--- src/rtl/uart_cmd_decoder_pkg.sv ---
// Shared types and constants for the UART register-command decoder.
package uart_cmd_decoder_pkg;

  typedef enum logic [2:0] {
    ST_IDLE,
    ST_CMD,
    ST_DHI,
    ST_DLO,
    ST_CSUM,
    ST_EXEC,
    ST_TX_REQ,
    ST_TX_WAIT
  } dec_state_e;

  typedef enum logic [1:0] {
    HS_IDLE,
    HS_REQ,
    HS_WAIT
  } hs_state_e;

  localparam logic [7:0] ACK_BYTE     = 8'h06;
  localparam logic [7:0] NAK_BYTE     = 8'h15;
  localparam logic [7:0] SYNC_DEFAULT = 8'hA5;

  function automatic logic [7:0] frame_csum(input logic [7:0] cmd,
                                            input logic [7:0] dhi,
                                            input logic [7:0] dlo);
    return cmd ^ dhi ^ dlo;
  endfunction

endpackage

--- src/rtl/uart_tx_handshake.sv ---
// Sends one response byte: holds opTxSend until the transmitter reports busy,
// then waits for busy to clear. Data is latched at start so it stays stable.
module uart_tx_handshake
  import uart_cmd_decoder_pkg::*;
(
  input  logic       ipClk,
  input  logic       Reset,
  input  logic       ipStart,
  input  logic [7:0] ipByte,
  input  logic       ipTxBusy,
  output logic [7:0] opTxData,
  output logic       opTxSend,
  output logic       opBusySeen,
  output logic       opDone
);

  hs_state_e  hs_q, hs_d;
  logic [7:0] data_q, data_d;
  logic       send_q, send_d;

  always_ff @(posedge ipClk) begin
    if (Reset) begin
      hs_q   <= HS_IDLE;
      data_q <= 8'h00;
      send_q <= 1'b0;
    end else begin
      hs_q   <= hs_d;
      data_q <= data_d;
      send_q <= send_d;
    end
  end

  always_comb begin
    hs_d   = hs_q;
    data_d = data_q;
    send_d = send_q;
    case (hs_q)
      HS_IDLE: begin
        if (ipStart) begin
          data_d = ipByte;
          send_d = 1'b1;
          hs_d   = HS_REQ;
        end
      end
      HS_REQ: begin
        if (ipTxBusy) begin
          send_d = 1'b0;
          hs_d   = HS_WAIT;
        end
      end
      HS_WAIT: begin
        if (!ipTxBusy) hs_d = HS_IDLE;
      end
      default: hs_d = HS_IDLE;
    endcase
  end

  assign opTxData   = data_q;
  assign opTxSend   = send_q;
  assign opBusySeen = (hs_q == HS_REQ) && ipTxBusy;
  assign opDone     = (hs_q == HS_WAIT) && !ipTxBusy;

endmodule

--- src/rtl/uart_cmd_decoder.sv ---
// Decodes SYNC/CMD/DHI/DLO/CSUM frames into register strobes and ACK/NAK replies.
// Define CMD_DECODER_READBACK_EN to add register reads (opRegRe/ipRegRdData, 3-byte reply).
module uart_cmd_decoder
  import uart_cmd_decoder_pkg::*;
#(
  parameter logic [7:0]  SYNC_BYTE      = SYNC_DEFAULT,
  parameter int unsigned TIMEOUT_CYCLES = 8680
)(
  input  logic        ipClk,
  input  logic        Reset,
  input  logic [7:0]  ipRxData,
  input  logic        ipRxValid,
  output logic [7:0]  opTxData,
  output logic        opTxSend,
  input  logic        ipTxBusy,
`ifdef CMD_DECODER_READBACK_EN
  output logic        opRegRe,
  input  logic [15:0] ipRegRdData,
`endif
  output logic [6:0]  opRegAddr,
  output logic [15:0] opRegWrData,
  output logic        opRegWe
);

  localparam int TIMER_W = $clog2(TIMEOUT_CYCLES + 1);

  dec_state_e   state_q, state_d;
  logic [TIMER_W-1:0] timer_q, timer_d;
  logic         rx_prev_q, rx_prev_d;
  logic         byte_vld_q, byte_vld_d;
  logic [7:0]   byte_q, byte_d;
  logic [7:0]   cmd_q, cmd_d, dhi_q, dhi_d, dlo_q, dlo_d;
  logic [7:0]   resp_q, resp_d;
  logic [1:0]   idx_q, idx_d, last_idx_q, last_idx_d;
  logic         we_q, we_d;
  logic [7:0]   tx_byte;
  logic         hs_start, hs_busy_seen, hs_done;
  logic         csum_ok, timed_out;
`ifdef CMD_DECODER_READBACK_EN
  logic         re_q, re_d, rd_pend_q;
  logic [15:0]  rd_q, rd_d;
`endif

  always_ff @(posedge ipClk) begin
    if (Reset) begin
      state_q    <= ST_IDLE;
      timer_q    <= '0;
      rx_prev_q  <= 1'b1;  // a level already high at release is not a new byte
      byte_vld_q <= 1'b0;
      byte_q     <= 8'h00;
      cmd_q      <= 8'h00;
      dhi_q      <= 8'h00;
      dlo_q      <= 8'h00;
      resp_q     <= 8'h00;
      idx_q      <= 2'd0;
      last_idx_q <= 2'd0;
      we_q       <= 1'b0;
    end else begin
      state_q    <= state_d;
      timer_q    <= timer_d;
      rx_prev_q  <= rx_prev_d;
      byte_vld_q <= byte_vld_d;
      byte_q     <= byte_d;
      cmd_q      <= cmd_d;
      dhi_q      <= dhi_d;
      dlo_q      <= dlo_d;
      resp_q     <= resp_d;
      idx_q      <= idx_d;
      last_idx_q <= last_idx_d;
      we_q       <= we_d;
    end
  end

`ifdef CMD_DECODER_READBACK_EN
  always_ff @(posedge ipClk) begin
    if (Reset) begin
      re_q      <= 1'b0;
      rd_pend_q <= 1'b0;
      rd_q      <= 16'h0000;
    end else begin
      re_q      <= re_d;
      rd_pend_q <= re_q;
      rd_q      <= rd_d;
    end
  end

  assign rd_d = rd_pend_q ? ipRegRdData : rd_q;
`endif

  assign csum_ok   = (byte_q == frame_csum(cmd_q, dhi_q, dlo_q));
  assign timed_out = (timer_q == TIMER_W'(TIMEOUT_CYCLES));

  always_comb begin
    state_d    = state_q;
    timer_d    = '0;
    rx_prev_d  = ipRxValid;
    byte_vld_d = ipRxValid && !rx_prev_q;
    byte_d     = (ipRxValid && !rx_prev_q) ? ipRxData : byte_q;
    cmd_d      = cmd_q;
    dhi_d      = dhi_q;
    dlo_d      = dlo_q;
    resp_d     = resp_q;
    idx_d      = idx_q;
    last_idx_d = last_idx_q;
    we_d       = 1'b0;
    hs_start   = 1'b0;
`ifdef CMD_DECODER_READBACK_EN
    re_d       = 1'b0;
`endif
    case (state_q)
      ST_IDLE: begin
        if (byte_vld_q && byte_q == SYNC_BYTE) state_d = ST_CMD;
      end
      ST_CMD, ST_DHI, ST_DLO, ST_CSUM: begin
        timer_d = byte_vld_q ? '0 : timer_q + TIMER_W'(1);
        if (timed_out) begin
          timer_d = '0;
          state_d = ST_IDLE;
        end else if (byte_vld_q) begin
          case (state_q)
            ST_CMD: begin cmd_d = byte_q; state_d = ST_DHI; end
            ST_DHI: begin dhi_d = byte_q; state_d = ST_DLO; end
            ST_DLO: begin dlo_d = byte_q; state_d = ST_CSUM; end
            default: begin
              state_d    = ST_EXEC;
              timer_d    = '0;
              idx_d      = 2'd0;
              last_idx_d = 2'd0;
              resp_d     = NAK_BYTE;
              if (csum_ok && !cmd_q[7]) begin
                we_d   = 1'b1;
                resp_d = ACK_BYTE;
              end
`ifdef CMD_DECODER_READBACK_EN
              if (csum_ok && cmd_q[7]) begin
                re_d       = 1'b1;
                resp_d     = ACK_BYTE;
                last_idx_d = 2'd2;
              end
`endif
            end
          endcase
        end
      end
      ST_EXEC: state_d = ST_TX_REQ;
      ST_TX_REQ: begin
        hs_start = 1'b1;
        if (hs_busy_seen) state_d = ST_TX_WAIT;
      end
      ST_TX_WAIT: begin
        if (hs_done) begin
          if (idx_q == last_idx_q) begin
            state_d = ST_IDLE;
          end else begin
            idx_d   = idx_q + 2'd1;
            state_d = ST_TX_REQ;
          end
        end
      end
      default: state_d = ST_IDLE;
    endcase
  end

  always_comb begin
    tx_byte = resp_q;
`ifdef CMD_DECODER_READBACK_EN
    case (idx_q)
      2'd1:    tx_byte = rd_q[15:8];
      2'd2:    tx_byte = rd_q[7:0];
      default: tx_byte = resp_q;
    endcase
`endif
  end

  uart_tx_handshake u_tx_hs (
    .ipClk      (ipClk),
    .Reset      (Reset),
    .ipStart    (hs_start),
    .ipByte     (tx_byte),
    .ipTxBusy   (ipTxBusy),
    .opTxData   (opTxData),
    .opTxSend   (opTxSend),
    .opBusySeen (hs_busy_seen),
    .opDone     (hs_done)
  );

  assign opRegAddr   = cmd_q[6:0];
  assign opRegWrData = {dhi_q, dlo_q};
  assign opRegWe     = we_q;
`ifdef CMD_DECODER_READBACK_EN
  assign opRegRe     = re_q;
`endif

endmodule

--- config.mk ---
export PLATFORM = sky130hd
export DESIGN_NAME = uart_cmd_decoder
export DESIGN_NICKNAME = d
export VERILOG_FILES = /design/src/rtl/uart_cmd_decoder_pkg.sv /design/src/rtl/uart_tx_handshake.sv /design/src/rtl/uart_cmd_decoder.sv
export SDC_FILE = /design/constraint.sdc
export NUM_CORES = 1
export LEC_CHECK = 0
export ABC_AREA = 1
export ABC_CLOCK_PERIOD_IN_PS = 1900
export BUFFER_PORTS_ARGS = -buffer_cell sky130_fd_sc_hd__buf_2
export CAP_MARGIN = 20
export CORE_AREA = 2 2 107 109
export DETAILED_ROUTE_END_ITERATION = 6
export DIE_AREA = 0 0 109 111
export SKIP_CTS_REPAIR_TIMING = 1
export SLEW_MARGIN = 20
export SYNTH_ARGS = -nofsm -noshare
export SYNTH_HDL_FRONTEND = slang
export SYNTH_SLANG_ARGS = --single-unit
--- constraint.sdc ---
create_clock -name ipClk -period 1.9 [get_ports ipClk]
set_input_delay 0.095 -clock ipClk [delete_from_list [all_inputs] [get_ports ipClk]]
set_output_delay 0.095 -clock ipClk [all_outputs]
set_load 0.03 [all_outputs]
======== Yosys cells after proc, flatten, opt, wreduce, memory -nomap -nowiden ========
Index checks and enable logic that the tools add are counted.
word-level totals
  flip-flop bits (word level) ............. 73
cells by class
  equality and inequality tests ........... 23
  bitwise gates (word level) .............. 6
  mux-type cells .......................... 27
  add/sub/neg operators ................... 2
  reduce and logical (&&, ||, !) cells .... 26
operators with widths
  operator                 number
  $mux W14                 3
  $ne A2 B2 Y1 const B     10
  $reduce_and A4 Y1        5
  $mux W3                  6
  $mux W2                  8
  $xor A8 B8 Y8            2
  $pmux W3 S5              1
  $add A14 B1 Y14 const B  1
  $eq A14 B14 Y1 const B   1
  $eq A3 B3 Y1 const B     4
  $pmux W3 S3              1
  $eq A8 B8 Y1             1
  $eq A8 B8 Y1 const B     1
  $reduce_or A7 Y1         1
  $eq A3 B2 Y1 const B     2
  $pmux W2 S3              1
  $reduce_and A3 Y1        2
  $reduce_and A6 Y1        1
  $reduce_or A3 Y1         2
  $logic_and A1 B1 Y1      5
  $mux W5                  1
  $logic_not A2 Y1         2
  $mux W1                  4
  $not A1 Y1               4
  12 further kinds         15

======== Logic depth before layout (Yosys ltp) ========
  word-level depth ........................ 6
  gate-level depth with buffers ........... 12
  gate-level depth less buffers ........... 11

======== Modules after synthesis ========
From an unflattened synthesis, not the netlist that was laid out.
unflattened totals
  cells, all modules ...................... 487
  area, all modules ....................... 3,432.0 µm²
by module, submodules not included
  module             cells an instance  area each (µm²)  times used
  uart_cmd_decoder   426                2,945.3          1
  uart_tx_handshake  61                 486.7            1

======== Least setup slack after synthesis ========
No wires, ideal clock.
  kind .................................... flip-flop to flip-flop
  from .................................... register timer_q[0]
  to ...................................... register timer_q[12]
  slack ................................... 510 ps
  library setup time ...................... 123 ps
  period minus slack after synthesis ...... 1,390 ps
  data arrival time ....................... 1,267 ps
  stages on the path, launching flop included .. 9
  buffers on the path ..................... 0
  cell sequence ........................... dfxtp_1 > ha_1 > nand2_1 > nor2_1 > inv_1 > nor2_1 > nand3_1 > nor3_1 > nor3b_2
between the ends
  cells in the longest elaborated chain, start to end .. 4
  elaborated cells on any way between the ends .. 6
  classes of those cells .................. add/sub (1); eq/ne (1); mux (3); reduce/logical (1)
ends and longest elaborated chain
  what                    RTL line                 source
  start, declared         uart_cmd_decoder.sv:28   logic [TIMER_W-1:0] timer_q, timer_d;
  start signal, assigned  uart_cmd_decoder.sv:60   timer_q <= timer_d;
  $add A14 B1 Y14         uart_cmd_decoder.sv:115  timer_d = byte_vld_q ? '0 : timer_q + TIMER_W'(1);
  $mux W14                uart_cmd_decoder.sv:115
  $mux W14                uart_cmd_decoder.sv:120  case (state_q)
  $mux W14                uart_cmd_decoder.sv:119  end else if (byte_vld_q) begin
Parallel ways exist; a longest one is shown, timed or not.
A chain may end at the register's enable or synchronous reset.

======== Worst setup path in the final report ========
  from .................................... register timer_q[0]
  to ...................................... register cmd_q[2]
between the ends
  cells in the longest elaborated chain, start to end .. 3
ends and longest elaborated chain
  what                         RTL line                source
  $eq A14 B14 Y1               uart_cmd_decoder.sv:91  assign timed_out = (timer_q == TIMER_W'(TIMEOUT_CYCLES));
  $not A1 Y1 (no line)         n/a
  $reduce_and A4 Y1 (no line)  n/a
  end signal, assigned         uart_cmd_decoder.sv:64  cmd_q <= cmd_d;
  end, declared                uart_cmd_decoder.sv:32  logic [7:0] cmd_q, cmd_d, dhi_q, dhi_d, dlo_q, dlo_d;
Every way passes these cells.

==> reports/metrics.yaml <==
worst_skew_pair.late_latency_ns: 0.32
post-place-ws_ns: 0.213
core_mm2: 0.0111
combPwrFrac: 0.038
dr.pass1.iters: 4
hold_viol_final: 0
synth_edf_count: 0
yosys.area.top_type: "dfxtp_1"
grt_pass1_wl_um: 11700
reg2reg_slack_ns: 0.23
grt_max_degree: 43
setup_viol: 0
startpoint: "timer_q[0]"
fillCellCount: 1166
drt-initial-drc-count: 180
wl_per_cell_um: 10.9
clockPowerShare: 0.500
cts-root-buf: "clkbuf_16"
path_max_fanout: 16
p_sw_frac: 0.210
cts.sinks: 63
synthArstFlopShare: 0
period_share: 0.879
drive_above_1_share: 0.169
switchingPower_mw: 0.615
synth.distinct_cells: 33
final_antenna_net_count: 0
whs_ns: 0.000977
die_y_um: 111
cts_tree: "yes"
worstPathArrival_ns: 1.87
drv_cap: 0
fin_tns_setup_ns: 0
port_buffers: 40
viasPerCell: 4.47
relSlewSlack: 0.661
cts_buffer_depth: 2
worstSetupPathType: "reg -> reg"
start_util: 0.288
rows: 39
die_w_um: 109
ios: 45
p_leak_nw: 1.52
gr-total-overflow: 0
slowest_stage: "dfxtp_1"
seqPwrFrac: 0.462
clk_pin_slew_ns: 0.05
cts_buffers: 9
status: "finished, final reports clean"
critPathRequiredTime_ns: 2.10
dieArea_mm2: 0.0121
synth_cells: 444
crit_path_cell_trace: "inv_1 -> ha_1 -> nand3_2 -> nor2_4 -> nand2_4 -> nand4_2 -> o21ai_0 -> a21oi_1"
finalWeightedCongestion: 0.825
path_buf_inv: 1
synthesis.area_mm2: 0.00319
fmax_ghz: 0.599
min_period_ns: 1.67
htreeDepth: 3
regToRegStartpoint: "timer_q[0]"
seq_area_frac_synth: 0.396
syn_to_final_growth_pct: 15.1
drt_wl_total_um: 6750
ir_worst_vdd_v: 0.000439
synth_top_area_frac: 0.396
grt_pass1_vias: 2610
setup_ws_ns: 0.229
syn_area_per_cell_um2: 7.18
drc_errors: 0
grtUsageTotal: 0.120
end_kind: "flip-flop"
rsz0062_at_grt: "no"
dpl.hpwl_um: 4890
holdCritPathClass: "in -> reg"
ys_ff_latch: 63
p_int_mw: 2.31
utilization: 0.331
synthTopCellsByCount: "nand2_1, dfxtp_1, inv_1"
synth_most_common_cell: "nand2_1"
slowest_delay_ns: 0.37
worstSetupStartpointType: "flip-flop"
antenna_found_initial: 0
n_antenna_cell: 0
hold_path_startpoint: "ipRxData[1]"
dr_total_vias: 2774
nNetsFinal: 490
netlist_top_cells_area: "dfxtp_1, nand2_1, inv_1, a21oi_1, o21ai_0"
synth_flop_cell: "dfxtp_1"
maxSlewViolCount: 0
powerDensity_mw_per_mm2: 796
synth_warnings: 0
path_delay_family: "simple AND/OR/NAND/NOR gates"
finalClockSkew_ns: 0.00478
tightest_slew_ns: 0.507
## worst register-to-register path: cells and delay by family (launching register included)
kind / cells / cell delay (ns)
flip-flops: 1 / 0.37
AO/OA/AOI/OAI: 2 / 0.35
adder cells (fa/ha/maj): 1 / 0.20
AND/OR/NAND/NOR: 4 / 0.58
buffers and inverters: 1 / 0.06
## kinds of logic after synthesis
| kind of cell | Yosys count | share of synthesized area |
|---|---|---|
| buffers and inverters | 92 | 0.141 |
| xor gates and xnor gates | 12 | 0.0330 |
| adders and majority gates | 3 | 0.0118 |
| DFF | 63 | 0.396 |
| AOI/OAI and AO/OA | 91 | 0.144 |
| other | 1 | 0.00118 |
| and+or+nand+nor | 182 | 0.273 |
## metal layers
layer,GRT usage,vias to the layer above,part of all wire
met5,0,-,0
li1,-,1458,-
met2,0.191,73,0.46
met4,0.0410,0,0.019
met1,0.151,1233,0.47
met3,0.0400,10,0.060
## metrics by stage
stage	std cells	instance area [um^2]	power, mW
floorplan	447	3200	1.46
finish	621	3670	2.92
CTS	620	3660	2.96
global route	621	3670	3.05
detailed placement	606	3400	1.49
global placement	606	3400	1.48
## power groups by stage
stage	registers (mW)	clock network (mW)	logic [mW]
global placement	1.38	0	0.109
floorplan	1.37	0	0.0904
CTS	1.35	1.50	0.112
global route	1.35	1.57	0.130
finish	1.35	1.46	0.112
detailed placement	1.38	0	0.111
## layout by cell type, fill, tap and decap left out, types with 4 or more instances in the layout
cell	synthesis	final
a21oi_1	43	43
buf_2	0	40
clkbuf_16	0	9
conb_1	1	4
dfxtp_1	63	63
inv_1	60	60
inv_2	4	4
nand2_1	74	74
nand3_1	22	22
nand4_1	9	9
nor2_1	51	51
nor2_2	5	5
nor2_4	5	5
o21ai_0	40	40
o21ai_1	6	6
xnor2_1	5	5
xor2_1	7	7
## final timing paths
check / endpoint / depth (start not counted)
max: cmd_q[2] / 8
min: byte_q[1] / 3
max reg2reg: cmd_q[2] / 8
min reg2reg: cmd_q[7] / 2
## state kept, by name (all words and copies together) (netlist names)
name	flops
byte_q	8
byte_vld_q	1
cmd_q	8
dhi_q	8
dlo_q	8
idx_q	2
opRegWe	1
resp_q	3
rx_prev_q	1
state_q	3
timer_q	14
u_tx_hs.hs_q	2
u_tx_hs.opTxData	3
u_tx_hs.opTxSend	1
## area by class of cell
class | instances | area (um^2) | area share
Sequential cell | 63 | 1260 | 0.344
Tap cell | 143 | 179 | 0.0487
Clock inverter | 1 | 5.00 | 0.00136
Inverter | 66 | 253 | 0.0688
Clock buffer | 13 | 260 | 0.0709
Timing Repair Buffer | 43 | 225 | 0.0613
Multi-Input combinational cell | 292 | 1490 | 0.405
Power figures use the tool's default switching activity.
